==> src/rtl/prom_read_ctrl.sv <==
// prom_read_ctrl: SPI (mode 0) read-command engine for a serial configuration
// flash. On start it issues READ (0x03) + 24-bit address, then clocks in
// len+1 bytes, delivering each on data/data_valid, and finishes with a
// chip-select hold, a deselect gap and a one-cycle done pulse.
//
// Ports
//   clk, reset        system clock, asynchronous active-high reset
//   start, addr, len  request (accepted only in IDLE); len = bytes-1
//   busy              high from the cycle after acceptance to frame end
//   data, data_valid  last received byte and its one-cycle strobe
//   done              one-cycle pulse in the first IDLE cycle after a frame
//   SPICLK, SPIMOSI, SPIMISO, cs_prom_n   flash pins
module prom_read_ctrl #(
  parameter int CLK_DIV   = 2,  // SPICLK half-period in clk cycles (1..255)
  parameter int DESEL_CYC = 5   // cs_prom_n high time after a frame
) (
  input  logic        clk,
  input  logic        reset,
  input  logic        start,
  input  logic [23:0] addr,
  input  logic [7:0]  len,
  output logic        busy,
  output logic [7:0]  data,
  output logic        data_valid,
  output logic        done,
  input  logic        SPIMISO,
  output logic        SPICLK,
  output logic        SPIMOSI,
  output logic        cs_prom_n
);

  typedef enum logic [2:0] {IDLE, CS_SETUP, CMD, DATA, CS_HOLD, DESEL} state_t;

  state_t      state_q, state_d;
  logic [15:0] cnt;       // cycles within a half-period / deselect gap
  logic [10:0] bit_cnt;   // bits completed in CMD or DATA
  logic [7:0]  len_q;
  logic [30:0] cmd_sr;    // command bits still to be shifted after the current one
  logic [6:0]  rx_sr;
  logic        sclk_q, mosi_q, dv_q, done_q;
  logic [7:0]  data_q;

  logic [31:0] cmd_w;
  logic        half_end, shifting, fall, last_cmd, last_data, desel_end;

  assign cmd_w     = {8'h03, addr};
  assign half_end  = (cnt == 16'(CLK_DIV - 1));
  assign shifting  = (state_q == CMD) || (state_q == DATA);
  // the edge that ends a high half-period: SPICLK falls, MISO is sampled,
  // MOSI advances
  assign fall      = shifting && half_end && sclk_q;
  assign last_cmd  = (bit_cnt[4:0] == 5'd31);
  assign last_data = (bit_cnt == {len_q, 3'b111});
  assign desel_end = (cnt == 16'(DESEL_CYC - 1));

  always_ff @(posedge clk or posedge reset) begin
    if (reset) state_q <= IDLE;
    else       state_q <= state_d;
  end

  always_comb begin
    state_d = state_q;
    case (state_q)
      IDLE:     if (start)                 state_d = CS_SETUP;
      CS_SETUP: if (half_end)              state_d = CMD;
      CMD:      if (fall && last_cmd)      state_d = DATA;
      DATA:     if (fall && last_data)     state_d = CS_HOLD;
      CS_HOLD:  if (half_end)              state_d = DESEL;
      DESEL:    if (desel_end)             state_d = IDLE;
      default:                             state_d = IDLE;
    endcase
  end

  always_ff @(posedge clk or posedge reset) begin
    if (reset) begin
      cnt     <= '0;
      bit_cnt <= '0;
      len_q   <= '0;
      cmd_sr  <= '0;
      rx_sr   <= '0;
      sclk_q  <= 1'b0;
      mosi_q  <= 1'b0;
      dv_q    <= 1'b0;
      done_q  <= 1'b0;
      data_q  <= '0;
    end else begin
      dv_q   <= 1'b0;
      done_q <= (state_q == DESEL) && desel_end;

      if (state_d != state_q || state_q == IDLE || (shifting && half_end))
        cnt <= '0;
      else
        cnt <= cnt + 16'd1;

      // SPICLK only runs in CMD/DATA; each phase change ends a half-period
      if (shifting && half_end) sclk_q <= ~sclk_q;
      else if (!shifting)       sclk_q <= 1'b0;

      if (state_d != state_q) bit_cnt <= '0;
      else if (fall)          bit_cnt <= bit_cnt + 11'd1;

      if (state_q == IDLE && start) begin
        len_q  <= len;
        cmd_sr <= cmd_w[30:0];
        mosi_q <= cmd_w[31];
      end

      if (state_q == CMD && fall) begin
        mosi_q <= last_cmd ? 1'b0 : cmd_sr[30];
        cmd_sr <= {cmd_sr[29:0], 1'b0};
      end

      if (state_q == DATA && fall) begin
        rx_sr <= {rx_sr[5:0], SPIMISO};
        if (bit_cnt[2:0] == 3'd7) begin
          data_q <= {rx_sr, SPIMISO};
          dv_q   <= 1'b1;
        end
      end
    end
  end

  assign busy       = (state_q != IDLE);
  assign cs_prom_n  = (state_q == IDLE) || (state_q == DESEL);
  assign SPICLK     = sclk_q;
  assign SPIMOSI    = mosi_q;
  assign data       = data_q;
  assign data_valid = dv_q;
  assign done       = done_q;

endmodule

==> config.mk <==
export PLATFORM = sky130hd
export DESIGN_NAME = prom_read_ctrl
export DESIGN_NICKNAME = d
export VERILOG_FILES = /design/src/rtl/prom_read_ctrl.sv
export SDC_FILE = /design/constraint.sdc
export NUM_CORES = 1
export LEC_CHECK = 0
export BUFFER_PORTS_ARGS = -buffer_cell sky130_fd_sc_hd__buf_2
export CORE_MARGIN = 3
export CORE_UTILIZATION = 40
export DETAILED_ROUTE_END_ITERATION = 8
export SYNTH_ARGS = -nofsm -noshare
export SYNTH_HDL_FRONTEND = slang
export SYNTH_SLANG_ARGS = --single-unit
==> constraint.sdc <==
create_clock -name clk -period 2.6 [get_ports clk]
set_clock_uncertainty 0.2 [all_clocks]
set_input_delay 0.26 -clock clk [delete_from_list [all_inputs] [get_ports clk]]
set_output_delay 0.26 -clock clk [all_outputs]
set_load 0.005 [all_outputs]
# ---- Yosys cells after proc, flatten, opt, wreduce, memory -nomap -nowiden
# Index checks and enable logic that the tools add are counted.
dict set report totals {
  register_bits 88
  input_bits 36
}
dict set report op_classes {
  n_addsub 2
  n_eq_ne 12
  mux 19
  n_bitwise 1
  reduce_logical 17
}
# operator n
set ops {}
lappend ops {{$mux 31} 2}
lappend ops {{$mux 11} 2}
lappend ops {{$mux 3} 6}
lappend ops {{$pmux 3 s6} 1}
lappend ops {{$add 16x1->16 const B} 1}
lappend ops {{$eq 16x1->1 const B} 1}
lappend ops {{$eq 16x3->1 const B} 1}
lappend ops {{$mux 16} 1}
lappend ops {{$add 11x1->11 const B} 1}
lappend ops {{$eq 11x11->1} 1}
lappend ops {{$eq 3x3->1 const B} 3}
lappend ops {{$logic_and 1x1->1} 8}
lappend ops {{$mux 1} 7}
lappend ops {{$eq 3x2->1 const B} 2}
lappend ops {{$eq 5x5->1 const B} 1}
lappend ops {{$logic_or 1x1->1} 4}
lappend ops {{$reduce_bool 2->1} 2}
lappend ops {{$eq 3x1->1 const B} 1}
lappend ops {{$logic_not 3->1} 1}
lappend ops {{$ne 3x3->1} 1}
lappend ops {{$reduce_bool 3->1} 1}
lappend ops {{$ne 2x1->1 const B} 1}
lappend ops {{$reduce_and 2->1} 1}
lappend ops {{$not 1->1} 1}

# ---- Depth between registers and ports, before layout
# Gate-level depths: netlist (run 1).
dict set report logic_depth {
  word_depth 11
  depth_mapped 8
}

# ---- Worst setup path after synthesis (run 1)
# OpenSTA, ideal clock, no wires.
dict set report synth_timing {
  path_kind {register -> register}
  start {register cnt[6]}
  end {register data_q[3], in the netlist data[3]}
  setup_ns 0.125
  arrival_ns 1.814
  t_required_ns 2.275
  slack_ns 0.461
  path_stages_with_launch 6
  n_path_buf 1
  period_less_slack_ns 2.139
  cell_sequence {dfrtp_1 or4_4 nor2_1 and4_1 buf_4 mux2_2}
}
dict set report synth_via {
  elab_chain_len 5
}
# element line_no
set synth_rtl {}
lappend synth_rtl {{from (decl)} 35} ;# logic [15:0] cnt;
lappend synth_rtl {{from (signal assigned)} 93} ;# cnt <= cnt + 16'd1;
lappend synth_rtl {{$eq 16x1->1} 47} ;# assign half_end = (cnt == 16'(CLK_DIV - 1));
lappend synth_rtl {{$logic_and 1x1->1 (2 in series)} 51} ;# assign fall = shifting && half_end && sclk_q;
lappend synth_rtl {{$logic_and 1x1->1} 113} ;# if (state_q == DATA && fall) begin
lappend synth_rtl {{$reduce_and 2->1 (no source line)} n/a}
lappend synth_rtl {{to (signal assigned)} 116} ;# data_q <= {rx_sr, SPIMISO};
lappend synth_rtl {{to (decl)} 41} ;# logic [7:0] data_q;
# No other way between the ends.
# A chain may end at the register's enable or synchronous reset.

# ---- Worst setup path in the final report (run 1)
dict set report layout_timing {
  start {register cnt[12]}
  end {register data_q[5], in the netlist data[5]}
}
# Same word-level chain as after synthesis.

==> results.ini, run 1 <==
[placement]
placed_cells = 566
numPortBuffers = 49
gp_congestion = 0.8070
dpl.hpwl_mm = 5.871

[synth]
syn_area_per_cell_um2 = 10.77
synth_seq_cells = 88
ys_seq_area_frac = 0.5215
synth_top_area_frac = 0.5215
synth-warning-count = 0
syn_inst = 392
synth_area_mm2 = 0.004223
ys_top_cells_by_area = dfrtp_1 52%, nand2_1 4.8%, a22o_1 4.6%
synth_edf_count = 0
async_reset_ff_frac = 1.000
synthTopCellsByCount = 88 x dfrtp_1, 54 x nand2_1, 30 x nor2_1
ys.flop_type = dfrtp_1
syn_nets = 434
yosysUniqueCellTypes = 52
yosysTopAreaCell = dfrtp_1
synth.most_common_cell = dfrtp_1

[setup_path]
cp.required_ps = 2650
r2r_start = cnt[12]
critical_path_buf_inv_count = 0
end_kind = flop
crit_chain = or4_1 > nor2_1 > and4_1 > mux2_2
endpoint = data[5]
cpPeakStageDelay_ps = 610
path_class = reg -> reg
regToRegSetupSlack_ps = 180
ff2ff_path_depth = 4
crit-reg2reg-capture = data[5]
worst-path-stages = 4
crit_path_max_fanout = 9
critPathLaunchType = flop
cp_top_family = simple AND/OR/NAND/NOR gates
critical_path_arrival_ps = 2470
crit_path_start = cnt[12]
slowest_stage = or4_1

[status]
outcome = complete, no violations

[sta]
rsz0062_at_grt = false
fin_crit_sh = 0.9322
relSlewSlack = 0.6415
setup_viol = 0
slew_viol_final = 0
worst_pin_slew_ps = 536.4
finalSetupTns_ps = 0
hold_viol = 0
finalCriticalPeriod_ps = 2424
fmaxAchievable_mhz = 412.6

[global_routing]
track_usage = 0.1634
grt_pass1_wl_mm = 15.34
grt_pass1_vias = 3098
overflow = 0
grt_max_degree = 89
antenna_found_initial = 0

[cts]
cts_resized = 0
cts.sinks = 88
cts_tree = yes
hold_buffers = 31
post-cts-setup-buffer-count = 0
clockBufferDepth = 2
cts_made_buffers = 9
h-tree-depth = 3
cts.clk_slew.worst_paths_ps = 90
clk_latency_ps = 360
root_buffer = clkbuf_8

[floorplan]
die_h_um = 108.7
dieArea_mm2 = 0.01183
die_w_um = 108.7
io_pins = 50
coreArea_mm2 = 0.01000
placementRows = 36
start_util = 0.4223

[final_layout]
area_growth_pct = 22.13
layout-drive-gt1-share = 0.2125
finalNetCount = 517
n_antenna_cell = 0
final_cell_count_no_fill = 613

[route]
wire_per_inst_um = 14.32
drt-pass1-iter-count = 4
drt-total-wl_mm = 8.776
antenna_left = 0
via_per_inst = 5.176
vias = 3173
drt_iter0_markers = 173
drcViolationCount = 0

[hold_path]
hold_class = in -> reg

[pwr]
p_leak_nw = 2.664
vdd_drop_max_v = 0.0003429
power_density_mw_per_mm2 = 459.5

[job]
drv_cap = 0

==> power by group <==
group / total [mW] / switching (mW) / internal (mW)
Combinational: 0.0956 / 0.0416 / 0.0540
Sequential: 1.37 / 0.000615 / 1.37
Clock: 0.906 / 0.501 / 0.404
Total: 2.37 / 0.543 / 1.83
==> routing by layer <==
metal,global-route usage,vias up,wire length [um]
li1,-,1563,-
met5,0,-,0
met1,0.2385,1548,4356
met4,0.05140,0,118
met2,0.2401,52,3948
met3,0.03848,10,353
==> cell type report <==
| type | instances | area (um^2) |
|---|---|---|
| multi-input combinational | 281 | 1923 |
| tap | 133 | 166.4 |
| inverter | 6 | 26.28 |
| fill | 931 | 4842 |
| timing repair buffer | 89 | 648.1 |
| sequential | 88 | 2202 |
| clock buffer | 11 | 151.4 |
| clock inverter | 5 | 40.04 |
==> stage by stage <==
step / hold WS (ps) / setup slack (ps) / utilization / total power, mW / cell area (um^2)
3_5_place_dp: 239.5 / 190.2 / 0.4656 / 1.459 / 4656
4_1_cts: 0.3990 / 170.4 / 0.5158 / 2.412 / 5157
6_report: 13.86 / 176.3 / 0.5158 / 2.370 / 5157
3_3_place_gp: 233.2 / 228.6 / 0.4656 / 1.458 / 4656
2_1_floorplan: 165.4 / 461.4 / - / 1.419 / 4227
5_1_grt: 9.732 / 56.37 / 0.5158 / 2.466 / 5157
==> worst register-to-register path, delay by kind of cell (launching register included) <==
kind,cells,cell delay [ps]
simple gates,3,1300
flops,1,430
mux,1,380
==> worst min path at each step <==
stage / startpoint / cells after the start / end
after floorplan: len[0] / 2 / len_q[0]
after global placement: reset / 3 / cmd_sr[13]
after detailed placement: reset / 3 / cmd_sr[10]
after CTS: addr[19] / 3 / cmd_sr[19]
after global routing: addr[2] / 3 / cmd_sr[2]
final: addr[3] / 3 / cmd_sr[3]
==> flip-flops by register name (all words and copies together) (netlist names) <==
name	flops
SPICLK	1
SPIMOSI	1
bit_cnt	11
cmd_sr	31
cnt	16
data	8
data_valid	1
done	1
len_q	8
rx_sr	7
state_q	3
==> kinds of logic (layout without fill, tap and decap cells) <==
logic type,after synthesis,count (layout),share of synthesized area
flip-flops,88,88,0.5215
XOR/XNOR,31,31,0.06430
AO/OA/AOI/OAI,72,72,0.1295
AND/OR/NAND/NOR,157,157,0.2024
buffers and inverters,23,111,0.02459
multiplexers,15,15,0.04000
adder cells (fa/ha/maj),6,6,0.01778
==> cells in the final DEF, fill, tap and decap left out, drive strengths merged, types with 11 or more instances in the layout <==
cell and instances:
a21o 22, a22o 22, buf 58, clkbuf 11
dfrtp 88, dlygate4sd3 31, mux2 15, nand2 54
nand3 15, nor2 30, xnor2 14, xor2 17
No activity file was read; power rests on OpenSTA's default activity.
==> run 2, diff against run 1 <==
--- a/config.mk
+++ b/config.mk
@@ -5,6 +5,7 @@
 export SDC_FILE = /design/constraint.sdc
 export NUM_CORES = 1
 export LEC_CHECK = 0
+export ABC_AREA = 1
 export BUFFER_PORTS_ARGS = -buffer_cell sky130_fd_sc_hd__buf_2
 export CORE_MARGIN = 3
 export CORE_UTILIZATION = 40
==> results.ini, run 2 <==
[global_routing]
track_usage = 0.1622  ; -0.001170
grt_pass1_wl_mm = 15.23  ; -0.72%
overflow = 0  ; unchanged
grt_pass1_vias = 3265  ; +5.4%
antenna_found_initial = 0  ; unchanged
grt_max_degree = 33  ; -63%

[synth]
ys_top_cells_by_area = dfrtp_1 52%, nand2_1 9.5%, inv_1 6.4%
syn_inst = 482  ; +23%
synth-warning-count = 0  ; unchanged
synth_area_mm2 = 0.004252  ; +0.68%
synth_edf_count = 0  ; unchanged
ys.flop_type = dfrtp_1
synthTopCellsByCount = 108 x nand2_1, 88 x dfrtp_1, 72 x inv_1
synth.most_common_cell = nand2_1
syn_nets = 524  ; +21%
synth_top_area_frac = 0.5180  ; -0.003530
yosysTopAreaCell = dfrtp_1
yosysUniqueCellTypes = 35  ; -33%
ys_seq_area_frac = 0.5180  ; -0.003530
async_reset_ff_frac = 1.000  ; unchanged
synth_seq_cells = 88  ; unchanged
syn_area_per_cell_um2 = 8.821  ; -18%

[floorplan]
io_pins = 50  ; unchanged
placementRows = 37  ; +2.8%
coreArea_mm2 = 0.01032  ; +3.2%
die_w_um = 109.1  ; +0.32%
die_h_um = 109.1  ; +0.32%
dieArea_mm2 = 0.01190  ; +0.64%
start_util = 0.4118  ; -0.01047

[cts]
hold_buffers = 34  ; +9.7%
cts.clk_slew.worst_paths_ps = 90  ; about the same
post-cts-setup-buffer-count = 0  ; unchanged
cts_tree = yes
cts_made_buffers = 9  ; unchanged
root_buffer = clkbuf_8
cts_resized = 0  ; unchanged
clockBufferDepth = 2  ; unchanged
cts.sinks = 88  ; unchanged
h-tree-depth = 3  ; unchanged
clk_latency_ps = 360  ; about the same

[setup_path]
crit_path_max_fanout = 11  ; +2
crit_chain = inv_1 > ha_1 > nand2_1 > nor2_4 > nand3_1 > nor2_2 > nand3_1 > nand2_1 > a21oi_2 > nand2_1 > nor2_1
critPathLaunchType = flop
cpPeakStageDelay_ps = 400  ; -210 ps
slowest_stage = dfrtp_1
path_class = reg -> reg
cp.required_ps = 2630  ; -20 ps
end_kind = flop
critical_path_arrival_ps = 2340  ; -130 ps
timing.critical_path.mode_cell = nand2_1

[route]
via_per_inst = 4.729  ; -8.6%
drt-pass1-iter-count = 4  ; unchanged
drt_iter0_markers = 205  ; +18%
drt-total-wl_mm = 8.835  ; +0.67%
antenna_left = 0  ; unchanged
vias = 3362  ; +6.0%
drcViolationCount = 0  ; unchanged
wire_per_inst_um = 12.43  ; -13%

[final_layout]
finalNetCount = 612  ; +18%
top_regs = cmd_sr: 31 flops, cnt: 16 flops, bit_cnt: 11 flops
regMostFlops = cmd_sr
mostFrequentLayoutCell = nand2_1
n_antenna_cell = 0  ; unchanged
largest_reg_flops = 31  ; unchanged
area_growth_pct = 22.10  ; about the same
layout-drive-gt1-share = 0.1878  ; -0.02467
fin_util = 0.5028  ; -0.01292
final_cell_mix = 108 x nand2_1, 88 x dfrtp_1, 71 x inv_1
final_cell_count_no_fill = 711  ; +16%

[pwr]
p_int_mw = 1.778  ; -2.6%
p_leak_nw = 2.606  ; -2.2%
power_density_mw_per_mm2 = 446.2  ; -2.9%
p_comb_frac = 0.044  ; +0.004
clkPwrFrac = 0.366  ; -0.016
vdd_drop_max_v = 0.0002145  ; -37%
sw_frac_of_total = 0.2321  ; +0.002840
p_sw_mw = 0.5377  ; -1.1%
seq_power_share = 0.591  ; +0.013

[sta]
setup_viol = 0  ; unchanged
slew_viol_final = 0  ; unchanged
fin_crit_sh = 0.8862  ; -0.04597
relSlewSlack = 0.6527  ; +0.01115
finalSetupTns_ps = 0  ; unchanged
fmaxAchievable_mhz = 434.0  ; +5.2%
worst_pin_slew_ps = 519.9  ; -16.52 ps
hold_viol = 0  ; unchanged
finalCriticalPeriod_ps = 2304  ; -119.5 ps
rsz0062_at_grt = false
setup_ws_ps = 295.8  ; +119.5 ps

[status]
outcome = complete, no violations

[job]
drv_cap = 0  ; unchanged

[placement]
pre_cts_ws_ps = 300.6  ; +110.5 ps
numPortBuffers = 49  ; unchanged
dpl.hpwl_mm = 6.101  ; +3.9%
gp_congestion = 0.7972  ; -1.2%
placed_cells = 661  ; +17%

[hold_path]
hold_class = in -> reg

[run 2: power by group through the flow]
stage	clock network, mW	registers (mW)	logic (mW)
3_5_place_dp	0	1.40	0.0640
6_report	0.847	1.37	0.101
2_1_floorplan	0	1.40	0.0210
4_1_cts	0.891	1.37	0.103
3_3_place_gp	0	1.40	0.0632
5_1_grt	0.938	1.37	0.113
[run 2: metal layers]
metal	part of all wire	GRT usage
met4	0.015	0.05951
met2	0.49	0.2627
met1	0.47	0.2161
met5	0	0
met3	0.027	0.03138
[run 2: metrics by stage]
| step | area [um^2] | hold WS (ps) | total power [mW] |
|---|---|---|---|
| after floorplan | 4255 | 169.6 | 1.417 |
| after global placement | 4678 | 125.4 | 1.459 |
| after detailed placement | 4678 | 134.3 | 1.460 |
| after CTS | 5191 | 152.2 | 2.363 |
| after global routing | 5191 | 212.3 | 2.420 |
| final | 5191 | 160.8 | 2.316 |
[run 2: kinds of logic (layout without fill, tap and decap cells)]
| logic type | after synthesis | in the layout | synth area share |
|---|---|---|---|
| AO/OA/AOI/OAI | 62 | 62 | 0.09830 |
| buffers and inverters | 90 | 183 | 0.08446 |
| AND/OR/NAND/NOR | 210 | 210 | 0.2272 |
| flip-flops | 88 | 88 | 0.5180 |
| adder cells (fa/ha/maj) | 6 | 6 | 0.01766 |
| multiplexers | 2 | 2 | 0.005003 |
| XOR/XNOR | 24 | 24 | 0.04944 |
[run 2: path summary, 6_finish.rpt]
path                       slack, ps          end    start  cells past startpoint
setup / recovery                 300  bit_cnt[10]   cnt[1]                     11
setup reg to reg                 300  bit_cnt[10]   cnt[1]                     11
max in group asynchronous       1250   cmd_sr[15]    reset                      4
hold reg to reg                  290      data[2]  data[2]                      2
hold / removal                   160     len_q[4]    start                      4
min in group asynchronous        290   cmd_sr[28]    reset                      3
[run 2: final cells by class]
type / instances / area [um^2]
Fill cell: 985 / 5132
Clock buffer: 10 / 127.6
Multi-Input combinational cell: 304 / 1690
Sequential cell: 88 / 2202
Inverter: 77 / 292.8
Tap cell: 136 / 170.2
Clock inverter: 6 / 45.04
Timing Repair Buffer: 90 / 663.1
[run 2: worst max-delay path, delay by kind of cell, from the launching register on]
kind / cells / cell delay [ps]
buffers and inverters: 1 / 80
flip-flops: 1 / 400
AO/OA/AOI/OAI: 1 / 80
AND/OR/NAND/NOR: 8 / 1290
adder cells (fa/ha/maj): 1 / 140
